===== src/rtl/perceptron_seq_if.sv =====
// Host-side bundle for perceptron_seq: evaluation request, weight writes and result.
// The label signal exists only when PERCEPTRON_TRAIN_EN is defined.
interface perceptron_seq_if #(
   parameter int N     = 4,
   parameter int ACC_W = 10
);
   localparam int AW = $clog2(N);

   logic             start;
   logic [N*6-1:0]   x_in;
   logic [ACC_W-1:0] threshold;
   logic             w_we;
   logic [AW-1:0]    w_addr;
   logic [5:0]       w_data;
`ifdef PERCEPTRON_TRAIN_EN
   logic             label;
`endif
   logic             busy;
   logic             done;
   logic             y;
   logic [ACC_W-1:0] acc;

   modport master (
`ifdef PERCEPTRON_TRAIN_EN
      output label,
`endif
      output start, x_in, threshold, w_we, w_addr, w_data,
      input  busy, done, y, acc
   );

   modport slave (
`ifdef PERCEPTRON_TRAIN_EN
      input  label,
`endif
      input  start, x_in, threshold, w_we, w_addr, w_data,
      output busy, done, y, acc
   );
endinterface


===== src/rtl/perceptron_seq.sv =====
// Single-neuron perceptron sequencer: one 6x6 MAC per cycle over N Q3.3 inputs, step activation.
// Optional online weight update compiled in with PERCEPTRON_TRAIN_EN.
module perceptron_seq #(
   parameter int N     = 4,
   parameter int ACC_W = 10
) (
   input  logic           clk,
   input  logic           reset_l,
   perceptron_seq_if.slave bus
);
   localparam int AW = $clog2(N);

   typedef enum logic [2:0] {
      S_IDLE = 3'd0,
      S_MAC  = 3'd1,
      S_ACT  = 3'd2,
`ifdef PERCEPTRON_TRAIN_EN
      S_UPD  = 3'd3,
`endif
      S_DONE = 3'd4
   } state_t;

   state_t           state_q, state_d;
   logic [AW-1:0]    idx_q, idx_d;
   logic [ACC_W-1:0] acc_q, acc_d;
   logic [ACC_W-1:0] acc_out_q, acc_out_d;
   logic [ACC_W-1:0] thr_q, thr_d;
   logic             y_q, y_d;
   logic [N*6-1:0]   x_q, x_d;
   logic [5:0]       w_q [N];
   logic [5:0]       w_d [N];
`ifdef PERCEPTRON_TRAIN_EN
   logic             label_q, label_d;
   logic [6:0]       w_inc;
   logic [5:0]       w_upd;
`endif

   logic [5:0]       x_sel, w_sel;
   logic [5:0]       prod;
   logic [ACC_W:0]   acc_sum;
   logic [ACC_W-1:0] acc_mac;
   logic             y_act;

   // Shared datapath operands are steered by idx for both MAC and UPD.
   always_comb begin
      x_sel = '0;
      w_sel = '0;
      for (int i = 0; i < N; i++) begin
         if (idx_q == AW'(i)) begin
            x_sel = x_q[6*i +: 6];
            w_sel = w_q[i];
         end
      end
   end

   assign prod    = 6'((9'(x_sel) * 9'(w_sel)) >> 3);
   assign acc_sum = {1'b0, acc_q} + (ACC_W+1)'(prod);
   assign acc_mac = acc_sum[ACC_W] ? {ACC_W{1'b1}} : acc_sum[ACC_W-1:0];
   assign y_act   = (acc_q >= thr_q);

`ifdef PERCEPTRON_TRAIN_EN
   // An update only happens on error, so y_q=0 implies label=1 (increase).
   always_comb begin
      w_inc = {1'b0, w_sel} + {1'b0, x_sel};
      if (!y_q) begin
         w_upd = w_inc[6] ? 6'h3f : w_inc[5:0];
      end else begin
         w_upd = (w_sel > x_sel) ? (w_sel - x_sel) : 6'd0;
      end
   end
`endif

   always_comb begin
      state_d   = state_q;
      idx_d     = idx_q;
      acc_d     = acc_q;
      acc_out_d = acc_out_q;
      thr_d     = thr_q;
      y_d       = y_q;
      x_d       = x_q;
      w_d       = w_q;
`ifdef PERCEPTRON_TRAIN_EN
      label_d   = label_q;
`endif
      case (state_q)
         S_IDLE: begin
            // The write lands before MAC reads any weight, so a same-cycle start sees it.
            if (bus.w_we) begin
               for (int i = 0; i < N; i++) begin
                  if (bus.w_addr == AW'(i)) w_d[i] = bus.w_data;
               end
            end
            if (bus.start) begin
               x_d     = bus.x_in;
               thr_d   = bus.threshold;
`ifdef PERCEPTRON_TRAIN_EN
               label_d = bus.label;
`endif
               acc_d   = '0;
               idx_d   = '0;
               state_d = S_MAC;
            end
         end
         S_MAC: begin
            acc_d = acc_mac;
            if (idx_q == AW'(N-1)) begin
               idx_d   = '0;
               state_d = S_ACT;
            end else begin
               idx_d = idx_q + AW'(1);
            end
         end
         S_ACT: begin
            y_d       = y_act;
            acc_out_d = acc_q;
            idx_d     = '0;
            state_d   = S_DONE;
`ifdef PERCEPTRON_TRAIN_EN
            if (label_q != y_act) state_d = S_UPD;
`endif
         end
`ifdef PERCEPTRON_TRAIN_EN
         S_UPD: begin
            for (int i = 0; i < N; i++) begin
               if (idx_q == AW'(i)) w_d[i] = w_upd;
            end
            if (idx_q == AW'(N-1)) begin
               idx_d   = '0;
               state_d = S_DONE;
            end else begin
               idx_d = idx_q + AW'(1);
            end
         end
`endif
         S_DONE: state_d = S_IDLE;
         default: state_d = S_IDLE;
      endcase
   end

   always_ff @(posedge clk or negedge reset_l) begin
      if (!reset_l) begin
         state_q   <= S_IDLE;
         idx_q     <= '0;
         acc_q     <= '0;
         acc_out_q <= '0;
         thr_q     <= '0;
         y_q       <= 1'b0;
         x_q       <= '0;
         for (int i = 0; i < N; i++) w_q[i] <= '0;
`ifdef PERCEPTRON_TRAIN_EN
         label_q   <= 1'b0;
`endif
      end else begin
         state_q   <= state_d;
         idx_q     <= idx_d;
         acc_q     <= acc_d;
         acc_out_q <= acc_out_d;
         thr_q     <= thr_d;
         y_q       <= y_d;
         x_q       <= x_d;
         for (int i = 0; i < N; i++) w_q[i] <= w_d[i];
`ifdef PERCEPTRON_TRAIN_EN
         label_q   <= label_d;
`endif
      end
   end

   assign bus.busy = (state_q != S_IDLE);
   assign bus.done = (state_q == S_DONE);
   assign bus.y    = y_q;
   assign bus.acc  = acc_out_q;
endmodule

===== src/flat_wrapper.sv =====
// flat-port wrapper written by rule: the top's interface ports become plain ports
module perceptron_seq_flat 
#(
   parameter int N     = 4,
   parameter int ACC_W = 10
)
  (clk, reset_l, bus_start, bus_x_in, bus_threshold, bus_w_we, bus_w_addr, bus_w_data, bus_busy, bus_done, bus_y, bus_acc);
  perceptron_seq_if #(.N(N), .ACC_W(ACC_W)) bus_i ();
  input  logic clk;
  input  logic reset_l;
  input wire logic [$bits(bus_i.start)-1:0] bus_start;
  input wire logic [$bits(bus_i.x_in)-1:0] bus_x_in;
  input wire logic [$bits(bus_i.threshold)-1:0] bus_threshold;
  input wire logic [$bits(bus_i.w_we)-1:0] bus_w_we;
  input wire logic [$bits(bus_i.w_addr)-1:0] bus_w_addr;
  input wire logic [$bits(bus_i.w_data)-1:0] bus_w_data;
  output wire logic [$bits(bus_i.busy)-1:0] bus_busy;
  output wire logic [$bits(bus_i.done)-1:0] bus_done;
  output wire logic [$bits(bus_i.y)-1:0] bus_y;
  output wire logic [$bits(bus_i.acc)-1:0] bus_acc;
  assign bus_i.start = bus_start;
  assign bus_i.x_in = bus_x_in;
  assign bus_i.threshold = bus_threshold;
  assign bus_i.w_we = bus_w_we;
  assign bus_i.w_addr = bus_w_addr;
  assign bus_i.w_data = bus_w_data;
  assign bus_busy = bus_i.busy;
  assign bus_done = bus_i.done;
  assign bus_y = bus_i.y;
  assign bus_acc = bus_i.acc;
  perceptron_seq #(.N(N), .ACC_W(ACC_W)) u_core (.clk(clk), .reset_l(reset_l), .bus(bus_i));
endmodule

===== config.mk =====
export PLATFORM = sky130hd
export DESIGN_NAME = perceptron_seq_flat
export DESIGN_NICKNAME = d
export VERILOG_FILES = /design/src/rtl/perceptron_seq_if.sv /design/src/rtl/perceptron_seq.sv /design/src/flat_wrapper.sv
export SDC_FILE = /design/constraint.sdc
export NUM_CORES = 1
export LEC_CHECK = 0
export ABC_CLOCK_PERIOD_IN_PS = 16000
export CORE_ASPECT_RATIO = 1.25
export CORE_UTILIZATION = 40
export CTS_CLUSTER_DIAMETER = 60
export DETAILED_ROUTE_END_ITERATION = 10
export GPL_TIMING_DRIVEN = 0
export SLEW_MARGIN = 20
export SYNTH_ARGS = -nofsm -noshare
export SYNTH_HDL_FRONTEND = slang
export SYNTH_SLANG_ARGS = --single-unit

===== constraint.sdc =====
create_clock -name clk -period 16 [get_ports clk]
set_input_delay 1.6 -clock clk [delete_from_list [all_inputs] [get_ports clk]]
set_output_delay 1.6 -clock clk [all_outputs]
set_load 0.03 [all_outputs]

==> results of run 1 <==
[worst paths after layout]
path                                             startpoint  cells after the start  slack [ns]                          end
min in group asynchronous                           reset_l                      1        1.19   u_core.w_q[22]$_DFFE_PN0P_
worst max register to register  u_core.idx_q[0]$_DFFE_PN0P_                     25        9.75  u_core.acc_q[8]$_DFFE_PN0P_
worst min-delay path              u_core.x_q[1]$_DFFE_PN0P_                      2        0.48    u_core.x_q[1]$_DFFE_PN0P_
max in group asynchronous                           reset_l                      2       14.18  u_core.acc_q[2]$_DFFE_PN0P_
worst min register to register    u_core.x_q[1]$_DFFE_PN0P_                      2        0.48    u_core.x_q[1]$_DFFE_PN0P_
worst max-delay path            u_core.idx_q[0]$_DFFE_PN0P_                     25        9.75  u_core.acc_q[8]$_DFFE_PN0P_
[tightest hold or removal path, stage by stage, from the launching register on]
cell	delay [ns]
dfrtp_1	0.33
nand2_1	0.06
nand2_1	0.06
[layer usage]
metal	up-vias	track usage
li1	1907	-
met1	1903	0.246
met2	69	0.350
met3	20	0.0339
met4	0	0.0857
met5	-	0
[stage by stage]
stage | instance area (um^2) | hold WS [ns]
after floorplan | 5020 | 0.438
after global placement | 5810 | 0.461
after detailed placement | 5830 | 0.463
after CTS | 6150 | 0.479
after global routing | 6150 | 0.504
final | 6150 | 0.479
[registers in the layout (all words and copies together) (netlist names)]
name            cells
u_core.state_q      3
u_core.thr_q       10
u_core.w_q         24
u_core.bus.y        1
u_core.bus.acc     10
u_core.idx_q        2
u_core.acc_q       10
u_core.x_q         24
[kinds of logic after synthesis]
group	Yosys count
and+or+nand+nor	198
AOI/OAI and AO/OA	97
DFF	84
buffers and inverters	59
adders and majority gates	46
muxes	34
xor gates and xnor gates	11
[cell usage after synthesis, types with 2 or more instances]
| library cell | count | area share |
|---|---|---|
| a211oi_1 | 3 | 0.0045 |
| mux2_2 | 31 | 0.070 |
| and3_1 | 2 | 0.0025 |
| a31oi_1 | 3 | 0.0037 |
| o21ai_0 | 24 | 0.024 |
| a2bb2oi_1 | 2 | 0.0035 |
| a21o_1 | 10 | 0.015 |
| buf_2 | 15 | 0.015 |
| a221oi_1 | 2 | 0.0035 |
| nor3_1 | 6 | 0.0060 |
| a22oi_1 | 2 | 0.0030 |
| and2_1 | 2 | 0.0025 |
| mux2_1 | 3 | 0.0067 |
| nand3_1 | 6 | 0.0060 |
| xnor2_1 | 9 | 0.016 |
| nor3_4 | 2 | 0.0065 |
| fa_1 | 16 | 0.064 |
| o21a_1 | 2 | 0.0030 |
| ha_1 | 30 | 0.075 |
| nand4_1 | 2 | 0.0025 |
| nand3b_1 | 6 | 0.0090 |
| clkbuf_1 | 5 | 0.0037 |
| nor2b_1 | 8 | 0.010 |
| a21oi_1 | 42 | 0.042 |
| or2_2 | 6 | 0.0075 |
| nor2_1 | 39 | 0.029 |
| nand2b_1 | 2 | 0.0025 |
| a211o_1 | 2 | 0.0035 |
| dfrtp_1 | 84 | 0.42 |
| inv_1 | 38 | 0.028 |
| nand4b_1 | 2 | 0.0035 |
| nand2_1 | 108 | 0.081 |
[area by class of cell]
cell class,instances,area [um^2],share of cell area
Multi-Input combinational cell,386,2670,0.435
Sequential cell,84,2100,0.342
Timing Repair Buffer,59,606,0.0985
Clock buffer,13,270,0.0440
Tap cell,164,205,0.0334
Inverter,38,143,0.0232
Buffer,21,105,0.0171
Clock inverter,3,43.8,0.00713
[cell usage in the layout (no fill, tap or decap), types with 2 or more instances in the layout]
master           instances
nand2_1                108
dfrtp_1                 84
clkdlybuf4s50_1         57
a21oi_1                 42
nor2_1                  39
inv_1                   38
mux2_2                  31
ha_1                    30
o21ai_0                 24
fa_1                    16
buf_2                   15
a21o_1                  10
xnor2_1                  9
clkbuf_16                9
nor2b_1                  8
nand3b_1                 6
or2_2                    6
nor3_1                   6
nand3_1                  6
clkbuf_1                 6
a211oi_1                 3
a31oi_1                  3
mux2_1                   3
clkbuf_8                 3
nor3_4                   2
a22oi_1                  2
a221oi_1                 2
nand4b_1                 2
and2_1                   2
o21a_1                   2
a211o_1                  2
nand2b_1                 2
and3_1                   2
a2bb2oi_1                2
nand4_1                  2
==> results.toml, run 1 <==
[die]
die_h_um = 127
rows = 45
core_um2 = 12200
die_area_um2 = 13000
start_util = 0.411
io_pins = 59
die_x_um = 102

[min_path]
hold_path.class = "reg -> reg"

[timing]
max_freq_mhz = 160
rsz0062_at_grt = "false"
setup_ws_ns = 9.75
setup_viol = 0
slew_violations = 0
setup_tns_ns = 0
post-route-period-util = 0.391
fin_skew_ns = 0.00738
finalHoldViolations = 0
worst_pin_slew_ns = 0.718
period_minus_slack_ns = 6.25
slew_headroom = 0.519

[route]
postRouteAntennaNets = 0
wl_met2_um = 6030
drtIter0Drc = 140
vias = 3899
via_per_inst = 5.08
highest_layer = "met4"
route.detailed.drc = 0
routed_wl_um = 12100
met3_length_um = 381
routedWlPerCell_um = 15.7
drtPass1Iterations = 4
met1_length_um = 5380

[cells_and_area]
final_net_count = 691
fill_cells = 1146
drive_above_1_share = 0.126
area_growth_pct = 22.4
post-route-util = 0.503
insertedDiodeCount = 0
final_cells = 768

[logic_synthesis]
ys_seq_elements = 84
synthXorXnorAreaFrac = 0.0219
yosys.area_share.adder = 0.139
syn-num-nets = 621
ys_warn_count = 0
synth_compound_area_frac = 0.114
syn_area_um2 = 5020
synth_ff_type = "dfrtp_1"
syn_area_per_cell_um2 = 9.49
syn_inst = 529
synth-edff-count = 0
synthSimpleGateAreaFrac = 0.181
yosysUniqueCellTypes = 47
seq_area_frac_synth = 0.419
synth_top_family_by_area = "simple AND/OR/NAND/NOR gates"
synth.mux.area_fraction = 0.0763
synthArstFlopShare = 1.00

[place]
gp_congestion = 0.815
hpwlAfterDp_um = 9200
portBuffers = 58
dp_cells = 752
pre_cts_ws_ns = 9.77

[worst_setup_path]
path_class = "reg -> reg"
critical_path_buf_inv_count = 6
crit_arrival_ns = 6.51
path_max_fanout = 10
critical_path.max_stage_delay_ns = 0.56
crit_path_top_delay_cell = "fa_1"
start_kind = "flip-flop"
required_ns = 16.25
crit_family = "adder cells"
crit_top_cell = "a21oi_1"
cp-end-kind = "flip-flop"

[clock_network]
post_cts_buffers = 0
path_clk_slew_ns = 0.06
cts_buffer_depth = 2
hold_buffers = 0
root_buffer = "clkbuf_16"
htreeDepth = 3
cts_tree = "built"
post_cts_resized = 0
cts_buffers = 9
insertion_delay_ns = 0.35
clkSinkCount = 84

[global_route]
antenna_found_initial = 0
gr-total-overflow = 0
grt_max_degree = 54
grt_pass1_vias = 4082
grt_pass1_wl_um = 19900
grt_use_total = 0.203

[job]
cap_violations = 0

[status]
status = "complete, no violations"
Power of run 1 is left out: the tool's default activity adds up to more than one toggle a clock period on the data nets, which glitch-free logic cannot reach.
==> run 2: changes to the inputs <==
ABC_CLOCK_PERIOD_IN_PS = 6450   (was 16000)
clock period = 6.45 ns   (was 16 ns; I/O delays follow)
==> results.toml, run 2 (synthesis results as in run 1) <==
[cells_and_area]
insertedDiodeCount = 0
largestRegisters = "u_core.w_q (24), u_core.x_q (24)"
drive_above_1_share = 0.131
final_common_cell = "nand2_1"
layout_common_cells = "108 x nand2_1, 84 x dfrtp_1, 57 x clkdlybuf4s50_1"
area_growth_pct = 22.7
final_net_count = 691

[clock_network]
htreeDepth = 3
cts_buffers = 9
cts_buffer_depth = 2
cts_tree = "built"
path_clk_slew_ns = 0.06
root_buffer = "clkbuf_16"
clkSinkCount = 84
insertion_delay_ns = 0.35
hold_buffers = 0

[die]
die_area_um2 = 13000
io_pins = 59
core_um2 = 12200
start_util = 0.411
rows = 45
die_x_um = 102
die_h_um = 127

[global_route]
grt_pass1_wl_um = 19900
gr-total-overflow = 0
antenna_found_initial = 0
grt_use_total = 0.203
grt_max_degree = 54
grt_pass1_vias = 4082

[route]
drtPass1Iterations = 4
routed_wl_um = 12100
vias = 3912
routedWlPerCell_um = 15.8
postRouteAntennaNets = 0
route.detailed.drc = 0
via_per_inst = 5.09
drtIter0Drc = 141

[timing]
setup_viol = 0
slew_headroom = 0.529
setup_tns_ns = 0
slew_violations = 0
finalHoldViolations = 0
period_minus_slack_ns = 5.98
worst_pin_slew_ns = 0.704
rsz0062_at_grt = "false"
max_freq_mhz = 167
post-route-period-util = 0.927
fin_skew_ns = 0.00778

[worst_setup_path]
start_kind = "flip-flop"
critical_path_buf_inv_count = 6
crit_family = "adder cells"
path_max_fanout = 10
required_ns = 6.72
timing.critical_path.cells = "ha_1, buf_2, buf_2, buf_2, a21oi_1, or2_2, fa_1, inv_1, fa_1, inv_1, fa_1, inv_1, ha_1, a21oi_1, o21ai_0, xnor2_1, xnor2_1, ha_1, a211oi_2, or3_1, and4_4, nor3_2"
crit_arrival_ns = 6.25
crit_path_top_delay_cell = "fa_1"
cp-end-kind = "flip-flop"
critical_path.max_stage_delay_ns = 0.55
path_class = "reg -> reg"

[place]
hpwlAfterDp_um = 9200
portBuffers = 58
gp_congestion = 0.815

[min_path]
hold_path.class = "in -> async"

[status]
status = "complete, no violations"

[job]
cap_violations = 0
[run 2: changes by cell type in the layout (fill, tap and decap cells not counted)]
cell | before | now
nor3_2 | 1 | 2
a21oi_1 | 42 | 40
nor3_1 | 6 | 5
a21oi_2 | 0 | 2
[run 2: cell type report]
cell class,count,area [um^2]
Buffer,21,105
Clock inverter,3,43.8
Sequential cell,84,2100
Inverter,38,143
Multi-Input combinational cell,386,2680
Fill cell,1146,6060
Clock buffer,13,270
Tap cell,164,205
Timing Repair Buffer,59,606
[run 2: metal layers]
layer / GRT usage / part of all wire
met1: 0.246 / 0.45
met2: 0.350 / 0.50
met3: 0.0339 / 0.029
met4: 0.0857 / 0.022
met5: 0 / 0
[run 2: through the flow]
| step | area, um^2 | utilization | worst slack [ns] | hold slack (ns) | instances |
|---|---|---|---|---|---|
| floorplan | 5020 | - | 1.11 | 0.349 | 529 |
| global placement | 5810 | 0.475 | 0.350 | 0.461 | 751 |
| detailed placement | 5830 | 0.477 | 0.220 | 0.463 | 752 |
| CTS | 6150 | 0.503 | 0.183 | 0.250 | 768 |
| global route | 6160 | 0.504 | 0.0334 | 0.277 | 768 |
| finish | 6160 | 0.504 | 0.469 | 0.242 | 768 |
[run 2: worst paths after layout]
path,to,cells after the start,from,slack (ns)
setup / recovery,u_core.acc_q[7]$_DFFE_PN0P_,22,u_core.idx_q[0]$_DFFE_PN0P_,0.47
hold / removal,u_core.w_q[22]$_DFFE_PN0P_,1,reset_l,0.24
setup reg to reg,u_core.acc_q[7]$_DFFE_PN0P_,22,u_core.idx_q[0]$_DFFE_PN0P_,0.47
hold reg to reg,u_core.x_q[1]$_DFFE_PN0P_,2,u_core.x_q[1]$_DFFE_PN0P_,0.48
max in group asynchronous,u_core.acc_q[2]$_DFFE_PN0P_,2,reset_l,5.58
min in group clk,u_core.x_q[1]$_DFFE_PN0P_,2,u_core.x_q[1]$_DFFE_PN0P_,0.48
[run 2: timing repair]
action / 4_1_cts / 5_1_grt
endpoints found under the setup margin: 0 / 8
buffers inserted: 0 / 0
gates resized for setup: 0 / 3
Power of run 2 is left out for the same reason.
==> run 3: changes to the inputs <==
GPL_ROUTABILITY_DRIVEN = 0   (was default)
==> results of run 3 <==
Same layout as run 2: the final DEF is identical, and so are final timing and power.
Power of run 3 is left out for the same reason.
